<file path="src/rtl/uart_tx_ctrl_if.sv">
// UART TX FIFO read port: show-ahead head word plus a one-clk pop strobe.
// The frame sequencer is the master (it decides when to pop).
interface uart_tx_ctrl_if;
    logic       tfifo_empty;
    logic [8:0] tfifo_rdata;
    logic       tfifo_rd_en;

    modport master (
        input  tfifo_empty,
        input  tfifo_rdata,
        output tfifo_rd_en
    );

    modport slave (
        output tfifo_empty,
        output tfifo_rdata,
        input  tfifo_rd_en
    );
endinterface

</file>
<file path="src/rtl/uart_tx_ctrl.sv">
// UART TX frame sequencer: start, 8/9 data bits LSB-first, optional parity,
// stop period; paced by the oversample tick, format snapshotted per frame.
module uart_tx_ctrl #(
    parameter int OVS_LOG2 = 4
) (
    input  logic           clk,
    input  logic           rst_n,
    input  logic           baud_tick,
    input  logic           cr0_te,
    input  logic           cr0_wdlen,
    input  logic           cr0_pce,
    input  logic           cr0_ps,
    input  logic [1:0]     cr0_stoplen,
    uart_tx_ctrl_if.master fifo,
    input  logic           tc_clr,
    output logic           txd,
    output logic           tx_busy,
    output logic           sr_tc
);
    localparam int TW  = OVS_LOG2 + 1;
    localparam int OVS = 1 << OVS_LOG2;
    localparam logic [TW-1:0] BIT_LAST = TW'(OVS - 1);

    typedef enum logic [2:0] {
        IDLE,
        START,
        DATA,
        PARITY,
        STOP
    } state_t;

    state_t        state;
    logic [8:0]    shift;
    logic [TW-1:0] tick_cnt;
    logic [3:0]    bit_cnt;
    logic          acc;
    logic          wdlen_q;
    logic          pce_q;
    logic          ps_q;
    logic [1:0]    stoplen_q;

    logic [TW-1:0] stop_last;
    logic [TW-1:0] cur_last;
    logic [3:0]    bit_last;
    logic          tick_end;
    logic          acc_nxt;
    logic          pop;

    // last tick index of the stop period for the latched stop length
    always_comb begin
        case (stoplen_q)
            2'b00:   stop_last = TW'(OVS - 1);
            2'b01:   stop_last = TW'(OVS / 2 - 1);
            2'b10:   stop_last = TW'(2 * OVS - 1);
            default: stop_last = TW'(OVS + OVS / 2 - 1);
        endcase
    end

    // comparing against last-index keeps the 2-bit stop inside TW bits
    assign cur_last = (state == STOP) ? stop_last : BIT_LAST;
    assign tick_end = baud_tick && (tick_cnt == cur_last);
    assign bit_last = wdlen_q ? 4'd8 : 4'd7;
    assign acc_nxt  = acc ^ shift[0];

    // pop is combinational so the head word is latched on the same edge;
    // gated by rst_n so nothing is consumed while held in reset
    assign pop = rst_n && (state == IDLE) && cr0_te && !fifo.tfifo_empty;
    assign fifo.tfifo_rd_en = pop;

    // frame FSM with bit timing, shifter, parity and registered outputs
    always_ff @(posedge clk or negedge rst_n) begin
        if (!rst_n) begin
            state     <= IDLE;
            shift     <= '0;
            tick_cnt  <= '0;
            bit_cnt   <= '0;
            acc       <= 1'b0;
            wdlen_q   <= 1'b0;
            pce_q     <= 1'b0;
            ps_q      <= 1'b0;
            stoplen_q <= 2'b00;
            txd       <= 1'b1;
            tx_busy   <= 1'b0;
            sr_tc     <= 1'b1;
        end else begin
            if (tc_clr) begin
                sr_tc <= 1'b0;
            end
            if (state != IDLE && baud_tick) begin
                tick_cnt <= tick_end ? '0 : tick_cnt + 1'b1;
            end
            unique case (state)
                IDLE: begin
                    txd     <= 1'b1;
                    tx_busy <= 1'b0;
                    if (pop) begin
                        shift     <= fifo.tfifo_rdata;
                        wdlen_q   <= cr0_wdlen;
                        pce_q     <= cr0_pce;
                        ps_q      <= cr0_ps;
                        stoplen_q <= cr0_stoplen;
                        tick_cnt  <= '0;
                        acc       <= 1'b0;
                        sr_tc     <= 1'b0;
                        txd       <= 1'b0;
                        tx_busy   <= 1'b1;
                        state     <= START;
                    end
                end
                START: begin
                    if (tick_end) begin
                        bit_cnt <= '0;
                        txd     <= shift[0];
                        state   <= DATA;
                    end
                end
                DATA: begin
                    if (tick_end) begin
                        shift   <= shift >> 1;
                        acc     <= acc_nxt;
                        bit_cnt <= bit_cnt + 4'd1;
                        if (bit_cnt == bit_last) begin
                            if (pce_q) begin
                                txd   <= acc_nxt ^ ps_q;
                                state <= PARITY;
                            end else begin
                                txd   <= 1'b1;
                                state <= STOP;
                            end
                        end else begin
                            txd <= shift[1];
                        end
                    end
                end
                PARITY: begin
                    if (tick_end) begin
                        txd   <= 1'b1;
                        state <= STOP;
                    end
                end
                STOP: begin
                    if (tick_end) begin
                        tx_busy <= 1'b0;
                        state   <= IDLE;
                        if (fifo.tfifo_empty) begin
                            sr_tc <= 1'b1;
                        end
                    end
                end
            endcase
        end
    end
endmodule

</file>
<file path="src/flat_wrapper.sv">
// flat-port wrapper written by rule: the top's interface ports become plain ports
module uart_tx_ctrl_flat 
#(
    parameter int OVS_LOG2 = 4
)
  (clk, rst_n, baud_tick, cr0_te, cr0_wdlen, cr0_pce, cr0_ps, cr0_stoplen, tc_clr, txd, tx_busy, sr_tc, fifo_tfifo_empty, fifo_tfifo_rdata, fifo_tfifo_rd_en);
  uart_tx_ctrl_if fifo_i ();
  input  logic clk;
  input  logic rst_n;
  input  logic baud_tick;
  input  logic cr0_te;
  input  logic cr0_wdlen;
  input  logic cr0_pce;
  input  logic cr0_ps;
  input  logic [1:0] cr0_stoplen;
  input  logic tc_clr;
  output logic txd;
  output logic tx_busy;
  output logic sr_tc;
  input wire logic [$bits(fifo_i.tfifo_empty)-1:0] fifo_tfifo_empty;
  input wire logic [$bits(fifo_i.tfifo_rdata)-1:0] fifo_tfifo_rdata;
  output wire logic [$bits(fifo_i.tfifo_rd_en)-1:0] fifo_tfifo_rd_en;
  assign fifo_i.tfifo_empty = fifo_tfifo_empty;
  assign fifo_i.tfifo_rdata = fifo_tfifo_rdata;
  assign fifo_tfifo_rd_en = fifo_i.tfifo_rd_en;
  uart_tx_ctrl #(.OVS_LOG2(OVS_LOG2)) u_core (.clk(clk), .rst_n(rst_n), .baud_tick(baud_tick), .cr0_te(cr0_te), .cr0_wdlen(cr0_wdlen), .cr0_pce(cr0_pce), .cr0_ps(cr0_ps), .cr0_stoplen(cr0_stoplen), .fifo(fifo_i), .tc_clr(tc_clr), .txd(txd), .tx_busy(tx_busy), .sr_tc(sr_tc));
endmodule
</file>
<file path="config.mk">
export PLATFORM = sky130hd
export DESIGN_NAME = uart_tx_ctrl_flat
export DESIGN_NICKNAME = d
export VERILOG_FILES = /design/src/rtl/uart_tx_ctrl_if.sv /design/src/rtl/uart_tx_ctrl.sv /design/src/flat_wrapper.sv
export SDC_FILE = /design/constraint.sdc
export NUM_CORES = 1
export LEC_CHECK = 0
export BUFFER_PORTS_ARGS = -buffer_cell sky130_fd_sc_hd__buf_2
export CAP_MARGIN = 25
export CORE_MARGIN = 1
export CORE_UTILIZATION = 56
export DETAILED_ROUTE_END_ITERATION = 10
export PLACE_DENSITY = 0.86
export SLEW_MARGIN = 5
export SYNTH_ARGS = -nofsm -noshare
export SYNTH_HDL_FRONTEND = slang
export SYNTH_SLANG_ARGS = --single-unit
export TNS_END_PERCENT = 5
</file>
<file path="constraint.sdc">
create_clock -name clk -period 2.5 [get_ports clk]
set_clock_uncertainty 0.15 [all_clocks]
set_input_delay 0.5 -clock clk [delete_from_list [all_inputs] [get_ports clk]]
set_output_delay 0.5 -clock clk [all_outputs]
set_load 0.01 [all_outputs]
</file>
Yosys cells after proc, flatten, opt, wreduce, memory -nomap -nowiden
Cells that the tools add are included.
- register bits after elaboration: 30
- input port bits: 20
- output and inout port bits: 4
- word-level logic and storage cells: 88
- $add $sub $neg: 2
- equal/unequal tests: 14
- muxes and demuxes: 39
- bitwise operators: 2
- reduce and logical (&&, ||, !) cells: 19
- operators by type and width (operator ; count):
    2-to-1 mux 5 bit ; 5
    2-to-1 mux 3 bit ; 7
    2-to-1 mux 9 bit ; 2
    case mux 9 bit (2 select lines) ; 1
    case mux 3 bit (5 select lines) ; 1
    case mux 5 bit (3 select lines) ; 1
    2-to-1 mux 1 bit ; 14
    2-to-1 mux 4 bit ; 3
    != test 2 x 1 -> 1 bit, second input constant ; 5
    case mux 4 bit (2 select lines) ; 1
    == test 3 x 2 -> 1 bit, second input constant ; 2
    case mux 1 bit (2 select lines) ; 3
    AND reduction 3 bit ; 2
    AND reduction 6 bit ; 1
    nonzero test 2 bit ; 3
    adder 5 x 1 -> 5 bit, second input constant ; 1
    == test 5 bit ; 1
    logical AND 1 bit ; 5
    adder 4 x 1 -> 4 bit, second input constant ; 1
    == test 4 bit ; 1
    case mux 1 bit (4 select lines) ; 1
    AND reduction 2 bit ; 2
    AND reduction 4 bit ; 1
    nonzero test 4 bit ; 1
    10 further kinds ; 11

Logic depth before layout (Yosys ltp)
- word-level depth: 9
- gate-level depth with buffers: 6
- gate-level depth less buffers: 6

Worst setup path after synthesis
Ideal clock, no wire load.
- kind: register -> output
- start: reg u_core.state[0]
- end: out fifo_tfifo_rd_en
- arrival: 1.304 ns
- required time: 1.850 ns
- path slack: 0.546 ns
- cell stages (with the launch flop): 5
- buffers on the path: 1
- cells stage by stage: dfrtp_1 buf_2 nor3_2 nand2_1 clkinv_1
- longest elaborated chain between the ends: 4
- ends and longest elaborated chain (item ; RTL line ; source):
    start: declaration ; uart_tx_ctrl.sv:32 ; state_t state;
    start signal: assignment ; uart_tx_ctrl.sv:73 ; state <= IDLE;
    start signal: assignment ; uart_tx_ctrl.sv:107 ; state <= START;
    start signal: assignment ; uart_tx_ctrl.sv:114 ; state <= DATA;
    logical NOT 3 bit ; uart_tx_ctrl.sv:67 ; assign pop = rst_n && (state == IDLE) && cr0_te && !fifo.tfifo_empty;
    logical AND 1 bit (3 in a row) ; uart_tx_ctrl.sv:67 ;
    end: declaration ; flat_wrapper.sv:22 ; output wire logic [$bits(fifo_i.tfifo_rd_en)-1:0] fifo_tfifo_rd_en;
Every way passes these cells.

Worst setup path in the final report
- start: in rst_n
- end: out fifo_tfifo_rd_en
- longest elaborated chain between the ends: 3
- ends and longest elaborated chain (item ; RTL line ; source):
    start: declaration ; flat_wrapper.sv:9 ; input logic rst_n;
    logical AND 1 bit (3 in a row) ; uart_tx_ctrl.sv:67 ;
Every way passes these cells.

==> summary.md <==
• critical path buffer and inverter count: 4
• port buffer count: 23
• horizontal die dimension: 57.2 um
• number of cells on the critical path: 7
• GR Util met3: 7.03%
• Finished Layout Cells: 234
• Cells after DPL: 224
• Post-Syn Area: 0.00171 mm2
• worst reg2reg endpoint: u_core.shift[0]$_DFFE_PN0P_
• GR Layer Usage met2: 44.2%
• FF+latch count, synth: 30
• total via count after detailed routing: 1476
• most used cells in the layout excluding fill and tap cells: sky130_fd_sc_hd__nand2_1, sky130_fd_sc_hd__dfrtp_1, sky130_fd_sc_hd__buf_2
• fill cell count: 197
• Core Util, Final: 69.7%
• unrepaired setup endpoints after global routing: no
• total of warnings raised by yosys: 0
• Routability Congestion: 0.872
• DRT Pass-1 Iters: 5
• count of flip-flops with a built-in enable after synthesis: 0
• Critical Path Max Stage Delay: 0.52 ns
• CP Launch Point: rst_n
• Die Span Y: 57.2 um
• total die area: 0.00327 mm2
• number of different library cells in the post-synthesis netlist: 47
• global routing usage on met1: 35.2%
• placeable core region: 0.00283 mm2
• total clock buffers created by CTS: 5
• crit path cell chain: dlygate4sd3_1 > buf_2 > nand2_1 > nor2_4 > nand2_1 > clkinv_1 > buf_2
• largest delay contributor family on the critical path: buffers and inverters
• most frequently used flop master after synthesis: sky130_fd_sc_hd__dfrtp_1
• total global routing track utilization: 27.6%
• total number of nets in the final design: 224
• TritonCTS clock tree: yes
• Hold Vio Cnt, Final: 0
• Setup crit end: fifo_tfifo_rd_en
• initial antenna violation count: 0
• vias in the first global route: 1487
• share of final-layout standard cells stronger than drive strength 1: 31.5%
• buffer depth of the longest clock path: 2
• Post-CTS Setup Inserts: 0
• busiest metal layer after global routing: met2
• maximum fanout along the worst path: 5
• average wire per cell in the routed design: 16.7 um
• multi-input logic area: 912 um2
• worst slew pin tran: 0.436 ns
• DRC errors left: 0
• Std-Cell Rows: 19
• worst-case register-to-register setup slack: 0.32 ns
• startpoint-to-endpoint class of the critical path: input pin to output pin
• worst hold path type: input pin to flop
• most frequent standard cell in the layout excluding fill and tap cells: sky130_fd_sc_hd__nand2_1
• detailed placement HPWL: 2820 um
• Worst EP arrival: 1.70 ns
• final antenna diode count: 0
• Overflow after GRT: 0
• Area Growth Syn to Fin: 15.6%
• standby leakage power: 0.854 nW
• first-pass GRT wire length: 6730 um
• total negative setup slack: 0 ns
• Max stage delay cell, worst path: sky130_fd_sc_hd__dlygate4sd3_1
• Tmin final: 2.35 ns
• initial cell density of the core: 60.3%
• largest net degree at the start of global routing: 25
• element type at the critical path start: input pin
• max-cap violations: 0
• sequential cell area: 753 um2
• data required time of the worst path: 1.85 ns
• source of the worst register-to-register timing path: u_core.tick_cnt[0]$_DFF_PN0_
• Critical Path End Type: output pin
• worst voltage drop across the vdd grid: 0.614 mV
• run status: complete, no violations
• synthesized instance count: 170
• Worst-path clk slew: 0.09 ns
• number of cells traversed by the worst register-to-register path: 6
• source-to-sink clock delay at the later pin of the worst-skew pair: 0.34 ns
• worst slack after detailed placement: 0.299 ns
• drt via density: 6.31
• total power: 1.49 mW
• cell at the root of the clock tree: sky130_fd_sc_hd__clkbuf_4
• post-detailed-route count of antenna-violating nets: 0
• number of max-slew violations in the final report: 0
• CTS sink count: 30
• power density over cell area: 756 mW/mm2
• FFs w/ async S/R, synth: 100%
• number of DRC markers in iteration 0: 87
• Post-Syn Nets: 192
• IO Count: 24
• maximum operating frequency: 426 MHz
• ratio of final minimum period to clock period: 93.8%
• htree depth: 2
• proportion of synthesized chip area in sequential cells: 44.2%
• PnR worst setup slack: 0.154 ns
• average cell area after synthesis: 10.0 um2
• wire length reported by the detailed router: 3910 um
• worst slew slack as a fraction of its limit: 70.8%
• number of endpoints failing setup at the final stage: 0
Yosys cell counts (all sizes together), types with 2 or more instances:
library cell | number | area, um2
o21ai | 15 | 75.1
mux2 | 16 | 180
o31ai | 2 | 15.0
buf | 2 | 10.0
dfstp | 2 | 52.6
o221ai | 2 | 17.5
clkbuf | 5 | 18.8
mux2i | 3 | 42.5
nand3 | 4 | 25.0
a21oi | 9 | 48.8
a32o | 2 | 20.0
nand2 | 29 | 109
nor2 | 9 | 33.8
nor3 | 5 | 52.6
ha | 2 | 25.0
dfrtp | 28 | 701
a31oi | 3 | 18.8
a2bb2oi | 3 | 32.5
nand3b | 2 | 15.0
inv | 4 | 15.0
o2bb2ai | 2 | 17.5
nor2b | 2 | 12.5
report_power, final:
part	total [mW]	internal [mW]	leakage (nW)	switching (mW)
clock	0.309	0.136	0.0353	0.173
combinational	0.416	0.214	0.445	0.202
sequential	0.764	0.640	0.373	0.124
worst min path at each step:
stage | from | endpoint | slack [ns] | cells past startpoint
2_1_floorplan | rst_n | u_core.acc$_DFFE_PN0P_ | 0.05 | 0
3_3_place_gp | rst_n | u_core.tx_busy$_DFFE_PN0P_ | 0.21 | 1
3_5_place_dp | rst_n | u_core.tx_busy$_DFFE_PN0P_ | 0.21 | 1
4_1_cts | cr0_stoplen[1] | u_core.stoplen_q[1]$_DFFE_PN0P_ | 0.19 | 3
5_1_grt | cr0_wdlen | u_core.wdlen_q$_DFFE_PN0P_ | 0.21 | 3
6_report | cr0_stoplen[1] | u_core.stoplen_q[1]$_DFFE_PN0P_ | 0.20 | 3
worst register-to-register path: cells and delay by family, from the launching register on:
kind	cells	cell delay (ns)
and+or+nand+nor	3	0.76
adders and majority gates	1	0.25
AOI/OAI and AO/OA	1	0.12
DFF	1	0.41
muxes	1	0.40
metrics by stage:
stage                     hold slack (ns)  instance area [um2]
after floorplan                    0.0544                 1710
after global placement              0.209                 1880
after detailed placement            0.211                 1880
after CTS                           0.192                 1960
after global routing                0.215                 1970
final                               0.200                 1970
routing by layer:
| layer | share of wire [%] | wire length (um) |
|---|---|---|
| met1 | 40 | 1580 |
| met2 | 51 | 1980 |
| met5 | 0 | 0 |
| met3 | 6.2 | 243 |
| met4 | 2.8 | 108 |
flip-flops by register name, summed over array words and instances (netlist names):
signal and flops:
u_core.acc 1, u_core.shift 9, u_core.txd 1, u_core.ps_q 1, u_core.state 3, u_core.bit_cnt 4, u_core.wdlen_q 1, u_core.tick_cnt 5
u_core.sr_tc 1, u_core.stoplen_q 2, u_core.pce_q 1, u_core.tx_busy 1
final cells by class:
type                       instances  share of cell area [%]
clock buffer                       7                    2.79
tap                               31                    1.97
multi-input combinational        128                    46.3
clock inverter                     1                   0.254
timing repair buffer              32                    9.52
sequential                        30                    38.2
inverter                           5                   0.952
what timing repair did:
action                                 4_1_cts  5_1_grt
hold buffers                                 2        0
endpoints found under the hold margin        6        0
gates resized for setup                      0        2
setup endpoints to repair                    0        1
cell families (layout without fill, tap and decap cells):
group | after synthesis | in the layout | share of synthesized area [%]
buf+inv | 12 | 45 | 2.79
flops | 30 | 30 | 44.2
compound gates | 46 | 46 | 18.2
xor+xnor | 2 | 2 | 1.83
simple gates | 59 | 59 | 18.5
mux | 19 | 19 | 13.1
fa+ha+maj | 2 | 2 | 1.47
Power figures use the tool's default switching activity.
